[src/rtl/wrr_arb.sv]
// Weighted round-robin arbiter: registered one-hot grant held for up to weight[i]
// accepted beats, early release on request drop, back-to-back re-arbitration.
module wrr_arb #(
    parameter int N        = 8,
    parameter int WW       = 4,
    parameter int INIT_PTR = 0,
    localparam int IDW     = $clog2(N)
) (
    input  logic            clk,
    input  logic            rst_n,
    input  logic [N-1:0]    req,
    input  logic [N*WW-1:0] weight,
    input  logic            gnt_ready,
    output logic [N-1:0]    gnt,
    output logic            gnt_valid,
    output logic [IDW-1:0]  gnt_id
);

    localparam logic [0:0] ST_IDLE  = 1'b0;
    localparam logic [0:0] ST_GRANT = 1'b1;

    logic [0:0]     state_q;
    logic [IDW-1:0] ptr_q;
    logic [WW-1:0]  credit_q;

    logic [WW-1:0]  weight_arr [N];
    logic           accept;
    logic           dropped;
    logic           release_grant;
    logic           arbitrate;
    logic [IDW-1:0] next_ptr;
    logic [IDW-1:0] arb_start;
    logic [N-1:0]   arb_mask;
    logic           win_found;
    logic [IDW-1:0] win_id;
    logic [WW-1:0]  win_credit;

    // First requester at or after start, wrapping modulo N. Result is {found, index}.
    function automatic logic [IDW:0] pick(input logic [N-1:0] r, input logic [IDW-1:0] start);
        logic           found;
        logic [IDW-1:0] idx;
        logic [IDW-1:0] cand;
        int             j;
        found = 1'b0;
        idx   = '0;
        for (int k = 0; k < N; k++) begin
            j = int'(start) + k;
            if (j >= N) j = j - N;
            cand = IDW'(j);
            if (!found && r[cand]) begin
                found = 1'b1;
                idx   = cand;
            end
        end
        return {found, idx};
    endfunction

    always_comb begin
        for (int i = 0; i < N; i++) weight_arr[i] = weight[i*WW +: WW];
    end

    // NOTE: every signal assigned in this block gets a value before any branch,
    // so no path leaves one unassigned and no latch is inferred.
    always_comb begin
        accept        = gnt_valid & gnt_ready;
        dropped       = (state_q == ST_GRANT) & ~req[gnt_id];
        release_grant = (state_q == ST_GRANT) & ((accept & (credit_q == WW'(1))) | dropped);
        arbitrate     = (state_q == ST_IDLE) | release_grant;
        next_ptr      = (gnt_id == IDW'(N - 1)) ? '0 : gnt_id + IDW'(1);
        arb_start     = (state_q == ST_GRANT) ? next_ptr : ptr_q;
        arb_mask      = req;
        if (dropped) arb_mask[gnt_id] = 1'b0;
        {win_found, win_id} = pick(arb_mask, arb_start);
        // A zero weight still grants one beat.
        win_credit    = (weight_arr[win_id] == '0) ? WW'(1) : weight_arr[win_id];
    end

    // NOTE: sequential state uses non-blocking assignments so every register
    // samples the pre-edge values regardless of statement order.
    always_ff @(posedge clk or negedge rst_n) begin
        if (!rst_n) begin
            state_q   <= ST_IDLE;
            ptr_q     <= IDW'(INIT_PTR);
            credit_q  <= '0;
            gnt       <= '0;
            gnt_valid <= 1'b0;
            gnt_id    <= '0;
        end else if (arbitrate) begin
            if (release_grant) ptr_q <= next_ptr;
            if (win_found) begin
                state_q   <= ST_GRANT;
                gnt       <= N'(1) << win_id;
                gnt_valid <= 1'b1;
                gnt_id    <= win_id;
                credit_q  <= win_credit;
            end else begin
                state_q   <= ST_IDLE;
                gnt       <= '0;
                gnt_valid <= 1'b0;
                gnt_id    <= '0;
                credit_q  <= '0;
            end
        end else if (accept) begin
            credit_q <= credit_q - WW'(1);
        end
    end

endmodule
[config.mk]
export PLATFORM = sky130hd
export DESIGN_NAME = wrr_arb
export DESIGN_NICKNAME = d
export VERILOG_FILES = /design/src/rtl/wrr_arb.sv
export SDC_FILE = /design/constraint.sdc
export NUM_CORES = 1
export LEC_CHECK = 0
export CORE_MARGIN = 2
export CORE_UTILIZATION = 47
export DETAILED_ROUTE_END_ITERATION = 12
export PLACE_DENSITY = 0.78
export SLEW_MARGIN = 0
export SYNTH_ARGS = -nofsm -noshare
export SYNTH_HDL_FRONTEND = slang
export SYNTH_SLANG_ARGS = --single-unit
[constraint.sdc]
create_clock -name clk -period 4.7 [get_ports clk]
set_input_delay 0.94 -clock clk [delete_from_list [all_inputs] [get_ports clk]]
set_output_delay 0.94 -clock clk [all_outputs]
set_load 0.01 [all_outputs]
==> results of run 1 <==
## cell families (layout without fill, tap and decap cells)
logic type / Yosys count / count (layout) / synth area share (%)
muxes: 32 / 32 / 15.8
adders and majority gates: 6 / 6 / 3.04
and+or+nand+nor: 112 / 112 / 23.5
DFF: 19 / 19 / 19.3
AOI/OAI and AO/OA: 102 / 102 / 29.8
buffers and inverters: 30 / 89 / 6.08
xor gates and xnor gates: 7 / 7 / 2.48
## layer usage
metal	global-route usage (%)	part of all wire [%]	wire, µm
met5	0	0	0
met2	43.6	49	3680
met4	9.09	2.4	180
met1	31.9	42	3150
met3	4.50	6.8	507
## cell usage in the layout (no fill, tap or decap), types with 3 or more instances in the layout
cell type         n
o211ai_1          6
nor3_1            7
o21ai_1           6
a21o_1            4
nand2b_1          3
mux2i_1          21
nor2b_1           4
o31ai_1           6
clkbuf_8          3
nand3_1          18
xor2_1            4
dfrtp_1          19
ha_1              6
a311oi_1          3
and3_1            3
mux4_2            5
a22oi_1          11
inv_1            11
nand2_1          41
a31oi_1           5
buf_4            19
and2_1            5
o21ai_0          15
a21oi_1           9
o2111ai_1         3
xnor2_1           3
mux2_2            5
a211oi_1          8
nor2_1           15
clkdlybuf4s50_1  54
## layout make-up
type / count / area [µm²] / area share (%)
clock buffer: 4 / 45.0 / 1.41
inverter: 12 / 46.3 / 1.45
multi-input combinational: 259 / 1860 / 58.2
sequential: 19 / 475 / 14.8
tap: 70 / 87.6 / 2.74
timing repair buffer: 73 / 683 / 21.3
## worst max path at each step
stage	start	endpoint	slack [ns]	cells after the start
after detailed placement	gnt_id[1]	credit_q[0]	0.14	14
final	gnt_id[1]	credit_q[0]	0.19	13
after global placement	gnt_id[1]	credit_q[0]	0.21	14
after global routing	gnt_id[1]	credit_q[0]	0.008	14
after floorplan	gnt_id[1]	credit_q[0]	0.02	17
after CTS	gnt_id[1]	credit_q[0]	0.11	14
## metrics by stage
| step | instance area, µm² | hold WS [ns] | worst slack [ns] |
|---|---|---|---|
| after CTS | 3180 | 0.486 | 0.109 |
| after detailed placement | 3140 | 0.470 | 0.137 |
| final | 3200 | 0.480 | 0.185 |
| after floorplan | 2470 | 0.464 | 0.0233 |
| after global routing | 3200 | 0.510 | 0.00766 |
| after global placement | 3140 | 0.467 | 0.214 |
## state kept, by name (all words and copies together) (netlist names)
name / cells
gnt: 8
state_q: 1
gnt_id: 3
credit_q: 4
ptr_q: 3
## critical path, delay by kind of cell, from the launching register on
family          cells  cell delay [ns]
buf+inv             1             0.17
mux                 1             0.62
flops               1             0.47
fa+ha+maj           3             0.83
simple gates        6             1.97
compound gates      2             0.34
==> run summary, run 1 <==
The run finished with clean final reports. The pre-antenna-repair detailed-routing pass consisted of 5 iterations. For the final database, setup skew stands at 0.00392 ns.

Yosys mapped a number of flops with a built-in enable equal to 0. Sorting the synthesized cells by area gives the leading types as dfrtp_1 19%, mux2i_1 8.9%, nand2_1 6.2%, mux4_2 4.6%, nand3_1 3.7%. The tools report the number of buffers added for setup after CTS as 0.

For the worst setup path, the data required time is 4.85 ns. For the number of hold violations in the final report, the log shows 0. For this run, the post-layout net count is 417. The mean post-synth cell area works out to 8.01 µm². The slew at the pin with the worst max-slew slack was 0.842 ns.

The critical path in this run is classified as flip-flop to flip-flop. Synthesis produced a netlist with a net count of 357. Counting flops with an async set or reset pin after synthesis yields a share of 100%.

Once the clock tree was built, the resizer swapped 0 gates to a different size. The count of cells along the worst register-to-register path came out at 13. The critical path endpoint category was a flip-flop.

The class of the worst hold path was flip-flop to flip-flop. The count of cells along the worst hold path works out to 2. The number of global-route vias before repair is 2615. After synthesis the netlist holds a flip-flop and latch count of 19. Once the floorplan was initialized, standard cells occupied 48.6% of the core. Clock tree synthesis found a total of 19 sinks. The most used flip-flop cell after synthesis was dfrtp_1. The logs give 308 for the synthesized netlist cell count and 433 for the placed cell count. The worst hold path terminates at gnt[5]. In the routed design, unresolved DRC markers number 0.

0 antenna diodes ended up in the layout. The via count is 2723, and the count of routing violations after the opening detailed-route iteration is 212. The overall die width is 76.5 µm. For this run, the share of the core covered by cells in the final layout is 63.1%. Global routing used 25.4% of the available tracks.

The dominant cell type by count on the critical path was ha_1. The largest individual stage delay along the critical path comes from the cell mux4_2. The tools report the capture point of the worst reg-to-reg path as credit_q[0]. The initial antenna violation count was 0; the post-route non-filler standard cell count was 437.

Buffer type at the clock tree root: clkbuf_8. The final critical path takes up 96.1% of the cycle. Remaining global-route overflow: 0. The floorplan step defined a die boundary enclosing 5850 µm².

Counting instances in the post-synthesis netlist gives the leading cell types as 41 x nand2_1, 22 x mux2i_1, 19 x dfrtp_1. The count of unique library cells instantiated by Yosys was 64; the fraction of synthesized cell area taken by the top area cell type was 19.3%. The setup check on the worst reg-to-reg path leaves a slack of 0.19 ns. The number of clock buffers added by TritonCTS is 3. Data arrives at the worst endpoint at 4.66 ns. The tools report the headroom to the max-slew limit as 43.7%. The die is 76.5 µm tall. The logs give 492 for the final-layout fill cell count and 0 ns for the total negative slack for setup checks.

The core region area was 5070 µm²; the number of buffers added to fix hold violations after cts was 0. The worst-path maximum fanout works out to 8. In the post-synthesis netlist, the cell with the most instances is nand2_1.

Total half-perimeter wirelength after legalization and detailed placement: 6.09 mm. The number of top-level pins was 55; the number of maximum-capacitance violations was 0. Row generation in the floorplan step produced 26 rows. Setup repair after global routing left no endpoint under its margin.

The critical path goes through ha_1, ha_1, nor3b_4, nor2_1, ha_1, inv_1, mux4_2, or4_4, or4_4, nor2b_4, nand2_1, o311ai_1, a31o_1. The worst-skew pair later-pin latency came out at 0.25 ns. After detailed routing, the number of vias per cell comes to 6.23. The congestion estimate from routability-driven global placement came to 0.983. The final-report setup violation count was 0; the H-tree depth was 1. The routed wirelength normalized by instance count is 17.2 µm. The post-synthesis cell area came out at 2470 µm². The growth of design area from synthesis to finish was 29.8%.

Summed over all layers, the routed wires come to 7.51 mm. Number of max-slew violations in the final report: 0. The longest clock path from root to sink contains 2 buffers. For the sequential fraction of the synthesis area, the log shows 19.3%.

The wire length of the first global-routing pass is 12.2 mm. The detail route stage leaves a number of antenna-violating nets equal to 0. The startpoint identified for the worst register-to-register timing path is gnt_id[1].

Maximum number of pins on one net before global-route repair: 20. TritonCTS built the clock tree. Port buffering added 54 buffers. The highest clock frequency the design can meet was 0.222 GHz; the CTS clock-pin slew for the worst setup and hold paths was 0.07 ns. The warning count from the yosys run was 0.

Cells with a size suffix above 1 make up 13.6% of the layout. Subtracting the final worst setup slack from the clock period gives 4.51 ns. The tools report the startpoint of the most critical hold path as gnt[5]. The largest stage delay on the critical path is 0.62 ns. The worst setup path is launched from a flip-flop. Cell taking the most area after synthesis: dfrtp_1.
Power of run 1 is left out: the tool's default activity adds up to more than one toggle a clock period on the data nets, which glitch-free logic cannot reach.
==> run 2, diff against run 1 <==
- CORE_MARGIN: 2 -> unset
==> run 2 against run 1 <==
Compared with the run above: final cell count is 1.1% higher; count of clock-buffer cells in the layout is 1 lower; sequential cell count stayed put; register-to-register slack better by 0.11 ns; setup slack better by 0.11 ns; critical path type unchanged; critical endpoint unchanged; largest cell class unchanged.
==> run summary, run 2 (synthesis results as in run 1) <==
The run finished with clean final reports. The run gives 422 (+1.2%) as the layout net count. Ranked by flip-flop count, first place goes to gnt. The residual DRC count is 0 (unchanged).

The cell sitting at the root of the clock tree is a clkbuf_8. The maximum clock path buffer count was 2 (unchanged). Routed length on met1: 3.23 mm (+2.6%). The data arrival at the endpoint of the critical path is 4.55 ns (-0.11 ns), and the post-route clock skew is 0.00331 ns (-0.000614 ns).

The global-route usage over all layers is 28.0% (+2.6 points), and the flip-flop count of the largest register after layout is 8 (unchanged). The detailed-route vias per instance is 6.20 (-0.44%), and the portion of the clock cycle consumed by the worst path in the final layout is 93.7% (-2.3 points). Data required time at the worst endpoint: 4.85 ns (about the same). The run gives 260 (+23%) as the count of routing violations after the opening detailed-route iteration.

The number of rows created at floorplan is 26 (unchanged). Routed wirelength normalized by instance count: 16.9 µm (-1.9%). The growth of design area from synthesis to finish works out to 30.9%. The tools report the wire length on met3 as 531 µm (+4.7%). The initial antenna violation count is 0 (unchanged), and the headroom to the max-slew limit is 41.8% (-1.9 points).

The largest registers in the layout are gnt: 8 flops, credit_q: 4 flops. Iteration count of the initial detailed-routing pass: 5 (unchanged). The library cell used most frequently in the layout, excluding fill and tap cells, is clkdlybuf4s50_1.

The run gives 3.66 mm (-0.57%) as the met2 routed wirelength. For the routed wire length, the log shows 7.45 mm (-0.83%). For the remaining global-route overflow, the log shows 0 (unchanged). The library cells used most frequently in the layout, excluding fill and tap cells, are 54 x clkdlybuf4s50_1, 41 x nand2_1, 24 x buf_4. For the via count, the log shows 2742 (+0.70%). H-tree depth: 1 (unchanged). For the antenna violation net count after detailed routing, the log shows 0 (unchanged).

The worst-path maximum fanout was 7 (-1); the number of buffers added to fix hold violations after cts was 0 (unchanged). The total negative slack for setup checks is 0 ns (unchanged), and the count of input and output buffers is 54 (unchanged). CTS buffer count: 3 (unchanged). Number of max-slew violations in the final report: 0 (unchanged). The global placement routability congestion came out at 0.958 (-2.5%). Setup repair after global routing left no endpoint under its margin.

The run gives 19 (unchanged) as the number of clock sinks. The logs give 0.26 ns (about the same) for the worst-skew pair later-pin latency and 48.6% (unchanged) for the starting density of the core. The classification of the worst setup path was flip-flop to flip-flop.

The logs give 55 (unchanged) for the number of top-level pins and 5540 µm² (-5.2%) for the die outline area. The final antenna diode count is 0 (unchanged). Number of global-route vias before repair: 2580 (-1.3%).

The logs give 5070 µm² (unchanged) for the core region area and 5.92 mm (-2.8%) for the total half-perimeter wirelength after legalization and detailed placement. The tools report the wire length of the first global-routing pass as 12.0 mm (-1.6%). The class of the worst hold path was flip-flop to flip-flop. The tools report the maximum number of pins on one net before global-route repair as 20 (unchanged). The worst setup path is captured at a flip-flop.

The CTS clock-pin slew for the worst setup and hold paths is 0.07 ns (about the same), and the fraction of layout instances using a drive strength above 1 is 14.8% (+1.2 points). The final-report setup violation count is 0 (unchanged), and the overall die width is 74.5 µm (-2.6%). Die outline height: 74.5 µm (-2.6%). The tools report the number of maximum-capacitance violations as 0 (unchanged). The slew at the pin with the worst max-slew slack is 0.870 ns (+0.0280 ns). In this run the top signal layer used is met4. TritonCTS built the clock tree. The number of hold violations in the final report came out at 0 (unchanged). STA classifies the critical path startpoint as a flip-flop. The final critical path time including I/O delays and setup is 4.41 ns (-0.109 ns).

For the highest clock frequency the design can meet, the log shows 0.227 GHz (+2.5%).
-- run 2: changes by cell type in the layout (fill, tap and decap cells not counted), sizes merged --
cell,change
buf,+5
clkbuf,-1
clkinv,+1
-- run 2: path summary, 6_finish.rpt --
| kind | start | depth (start not counted) | slack (ns) | end |
|---|---|---|---|---|
| max | gnt_id[2] | 12 | 0.29 | credit_q[0] |
| min | gnt[5] | 2 | 0.48 | gnt[5] |
| max reg2reg | gnt_id[2] | 12 | 0.29 | credit_q[0] |
| min reg2reg | gnt[5] | 2 | 0.48 | gnt[5] |
| max in group asynchronous | rst_n | 1 | 2.99 | credit_q[2] |
| min in group asynchronous | rst_n | 1 | 1.18 | gnt[4] |
-- run 2: final cells by class --
cell class / instances / area, µm²
clock buffers: 3 / 41.3
clock inverters: 1 / 5.00
inverters: 12 / 46.3
well taps: 70 / 87.6
multi-input cells: 259 / 1850
fillers: 465 / 1840
flip-flops and latches: 19 / 475
repair buffers: 78 / 721
-- run 2: timing repair --
action                                  CTS  global route
gates resized for setup                   0             3
endpoints found under the setup margin    0             1
setup buffers                             0             0
-- run 2: routing by layer --
| metal | track usage [%] | vias up |
|---|---|---|
| li1 | - | 1310 |
| met1 | 36.2 | 1280 |
| met2 | 50.6 | 146 |
| met3 | 4.34 | 6 |
| met4 | 2.94 | 0 |
| met5 | 0 | - |
-- run 2: critical path, cell delays in order, from the launching register on --
cell and delay [ns]:
dfrtp_1 0.46, ha_1 0.32, and3b_1 0.25, nor2_1 0.33, ha_1 0.38, inv_1 0.14, mux4_2 0.59, or4_4 0.57
or4_4 0.58, nor2b_4 0.16, nand2_1 0.18, o311ai_1 0.14, a31o_1 0.20
-- run 2: through the flow --
stage                     std cells  instance area, µm²  worst slack, ns  util, %  hold slack [ns]
after floorplan                 308                2470           0.0233        -            0.464
after global placement          438                3180            0.310     62.6            0.469
after detailed placement        438                3180            0.279     62.6            0.473
after CTS                       442                3220            0.309     63.5            0.489
after global routing            442                3230           0.0736     63.7            0.526
final                           442                3230            0.294     63.7            0.482
Power of run 2 is left out for the same reason.
==> run 3, diff against run 2 <==
- PLACE_DENSITY: 0.78 -> unset
- PLACE_DENSITY_LB_ADDON: unset -> 0.1
- SLEW_MARGIN: 0 -> unset
==> run 3 against run 2 <==
Compared with the run above: clock skew rose by 0.0014 ns; final area shrank 0.12%; non-clock buffer count is 1 lower; sequential share of layout area about the same; core utilization fell by 0.074 points; worst hold slack improved by 0.0032 ns.
==> run summary, run 3 (synthesis results as in run 1) <==
The flow ran to the end, and the final reports show no timing, DRC or antenna violations. Setup repair after global routing left no endpoint under its margin. In the layout the commonest cells are 54 x clkdlybuf4s50_1, 41 x nand2_1, 23 x buf_4. The run gives 0 (unchanged) as the number of max-slew violations in the final report. The overall die width is 74.5 µm (unchanged). In this run the worst setup path terminates at credit_q[0]. The routed wirelength normalized by instance count was 16.9 µm (+0.40%).

The number of rows created at floorplan was 26 (unchanged). The count of cells along the worst register-to-register path came out at 12 (unchanged). The logs give 0 (unchanged) for the final-report setup violation count and 0.00469 ns (+0.00138 ns) for the post-route clock skew. The iteration count of the initial detailed-routing pass was 4 (-1); the residual DRC count was 0 (unchanged).

The total negative slack for setup checks is 0 ns (unchanged), and the maximum number of pins on one net before global-route repair is 24 (+20%). The tools report the buffer type at the clock tree root as clkbuf_8. The endpoint identified for the worst register-to-register timing path is credit_q[0].

The tools report the number of global-route vias before repair as 2599 (+0.74%). The flip-flop count of the largest register after layout works out to 8 (unchanged). The portion of the clock cycle consumed by the worst path in the final layout came out at 94.0% (+0.26 points). The total half-perimeter wirelength after legalization and detailed placement is 5.96 mm (+0.69%), and the maximum clock path buffer count is 2 (unchanged). The pre-CTS setup slack is 0.249 ns (-0.0294 ns), and the setup slack of the critical path after layout is 0.282 ns (-0.0123 ns).

Area of all sequential standard cells: 475 µm² (unchanged). The number of maximum-capacitance violations was 0 (unchanged). The data arrival at the endpoint of the critical path is 4.57 ns (+0.02 ns).

The headroom to the max-slew limit was 42.6% (+0.73 points); the count of routing violations after the opening detailed-route iteration was 190 (-27%). The worst register-to-register path begins at gnt_id[1]. The slew at the pin with the worst max-slew slack was 0.859 ns (-0.0110 ns). The largest registers in the layout are gnt: 8 flops, credit_q: 4 flops. The data required time at the worst endpoint is 4.85 ns (about the same), and the die outline height is 74.5 µm (unchanged). The CTS clock-pin slew for the worst setup and hold paths is 0.08 ns (about the same). The worst setup path is of the flip-flop to flip-flop kind. For the final antenna diode count, the log shows 0 (unchanged). For the number of hold violations in the final report, the log shows 0 (unchanged).

The number of top-level pins is 55 (unchanged), and the routed wire length is 7.46 mm (+0.17%). The library cell used most frequently in the layout, excluding fill and tap cells, is clkdlybuf4s50_1. The tools report the final-layout fill cell count as 493 (+6.0%). TritonCTS built the clock tree. The kind of start point of the critical path is a flip-flop.

The logs give 0 (unchanged) for the initial antenna violation count and 1 (unchanged) for the H-tree depth. The run gives 3 (unchanged) as the CTS buffer count. The run gives 0.28 ns (about the same) as the worst setup slack for register-to-register paths. The layout net count is 421 (-0.24%). In this run the worst setup path begins at gnt_id[1]. Ranked by flip-flop count, first place goes to gnt. The number of buffers added to fix hold violations after cts is 0 (unchanged), and the detailed-route vias per instance is 6.20 (-0.10%).

The area of the multi-input gates came out at 1860 µm² (+0.20%). The antenna violation net count after detailed routing came out at 0 (unchanged). The via count was 2733 (-0.33%); the highest clock frequency the design can meet was 0.226 GHz (-0.28%).

The tools report the worst-skew pair later-pin latency as 0.26 ns (about the same). The global placement routability congestion came out at 0.938 (-2.1%). Critical path endpoint category: a flip-flop.

The number of clock sinks was 19 (unchanged). Relative to the synthesized area, the layout overhead comes to 30.8%. The fraction of layout instances using a drive strength above 1 works out to 14.3% (-0.50 points). The wire length of the first global-routing pass was 12.2 mm (+1.3%); the final critical path time including I/O delays and setup was 4.42 ns (+0.0123 ns). The class of the worst hold path is flip-flop to flip-flop. The starting density of the core is 48.6% (unchanged), and the worst-path maximum fanout is 12 (+5). The count of input and output buffers is 54 (unchanged). The remaining global-route overflow was 0 (unchanged); the core region area was 5070 µm² (unchanged). The number of buffers added for setup after CTS was 0 (unchanged); the die outline area was 5540 µm² (unchanged).

The global-route usage over all layers was 28.5% (+0.54 points).
[run 3: worst min-delay path by stage]
stage | slack (ns) | cells after the start | startpoint | endpoint
finish | 0.48 | 2 | gnt[0] | gnt[0]
CTS | 0.49 | 2 | gnt[0] | gnt[0]
detailed placement | 0.47 | 2 | gnt[0] | gnt[0]
floorplan | 0.46 | 2 | ptr_q[0] | ptr_q[0]
global route | 0.53 | 2 | gnt[1] | gnt[1]
global placement | 0.46 | 2 | gnt[1] | gnt[1]
[run 3: metal layers]
metal / up-vias / GRT usage (%) / share of wire [%] / routed length, µm
li1: 1302 / - / - / -
met3: 15 / 4.74 / 6.2 / 464
met2: 120 / 47.7 / 47 / 3500
met1: 1296 / 38.0 / 45 / 3340
met4: 0 / 7.76 / 2.1 / 160
met5: - / 0 / 0 / 0
[run 3: cell type report]
type,count,area share [%]
inverters,12,1.43
clock buffers,3,1.28
multi-input cells,259,57.6
repair buffers,77,22.1
well taps,70,2.71
flip-flops and latches,19,14.7
clock inverters,1,0.155
[run 3: critical path, cell delays in order, from the launching register on]
cell and delay, ns:
dfrtp_1 0.46, ha_1 0.22, ha_1 0.25, or3b_4 0.47, and3_1 0.28, or2_4 0.29
mux4_2 0.56, or4_4 0.57, or4_4 0.56, nor2b_4 0.16, nand2_1 0.15, o311ai_1 0.14
a31o_1 0.20
[run 3: metrics by stage]
step	std cells	cell area [µm²]	hold WS, ns	utilization [%]
final	441	3230	0.485	63.6
after global routing	441	3230	0.525	63.6
after CTS	441	3210	0.489	63.3
after detailed placement	437	3170	0.473	62.4
after global placement	437	3170	0.461	62.4
after floorplan	308	2470	0.464	-
[run 3: repair_timing]
action / 4_1_cts / 5_1_grt
gates resized for setup: 0 / 3
hold endpoints to repair: 0 / 0
setup endpoints to repair: 0 / 2
Power of run 3 is left out for the same reason.
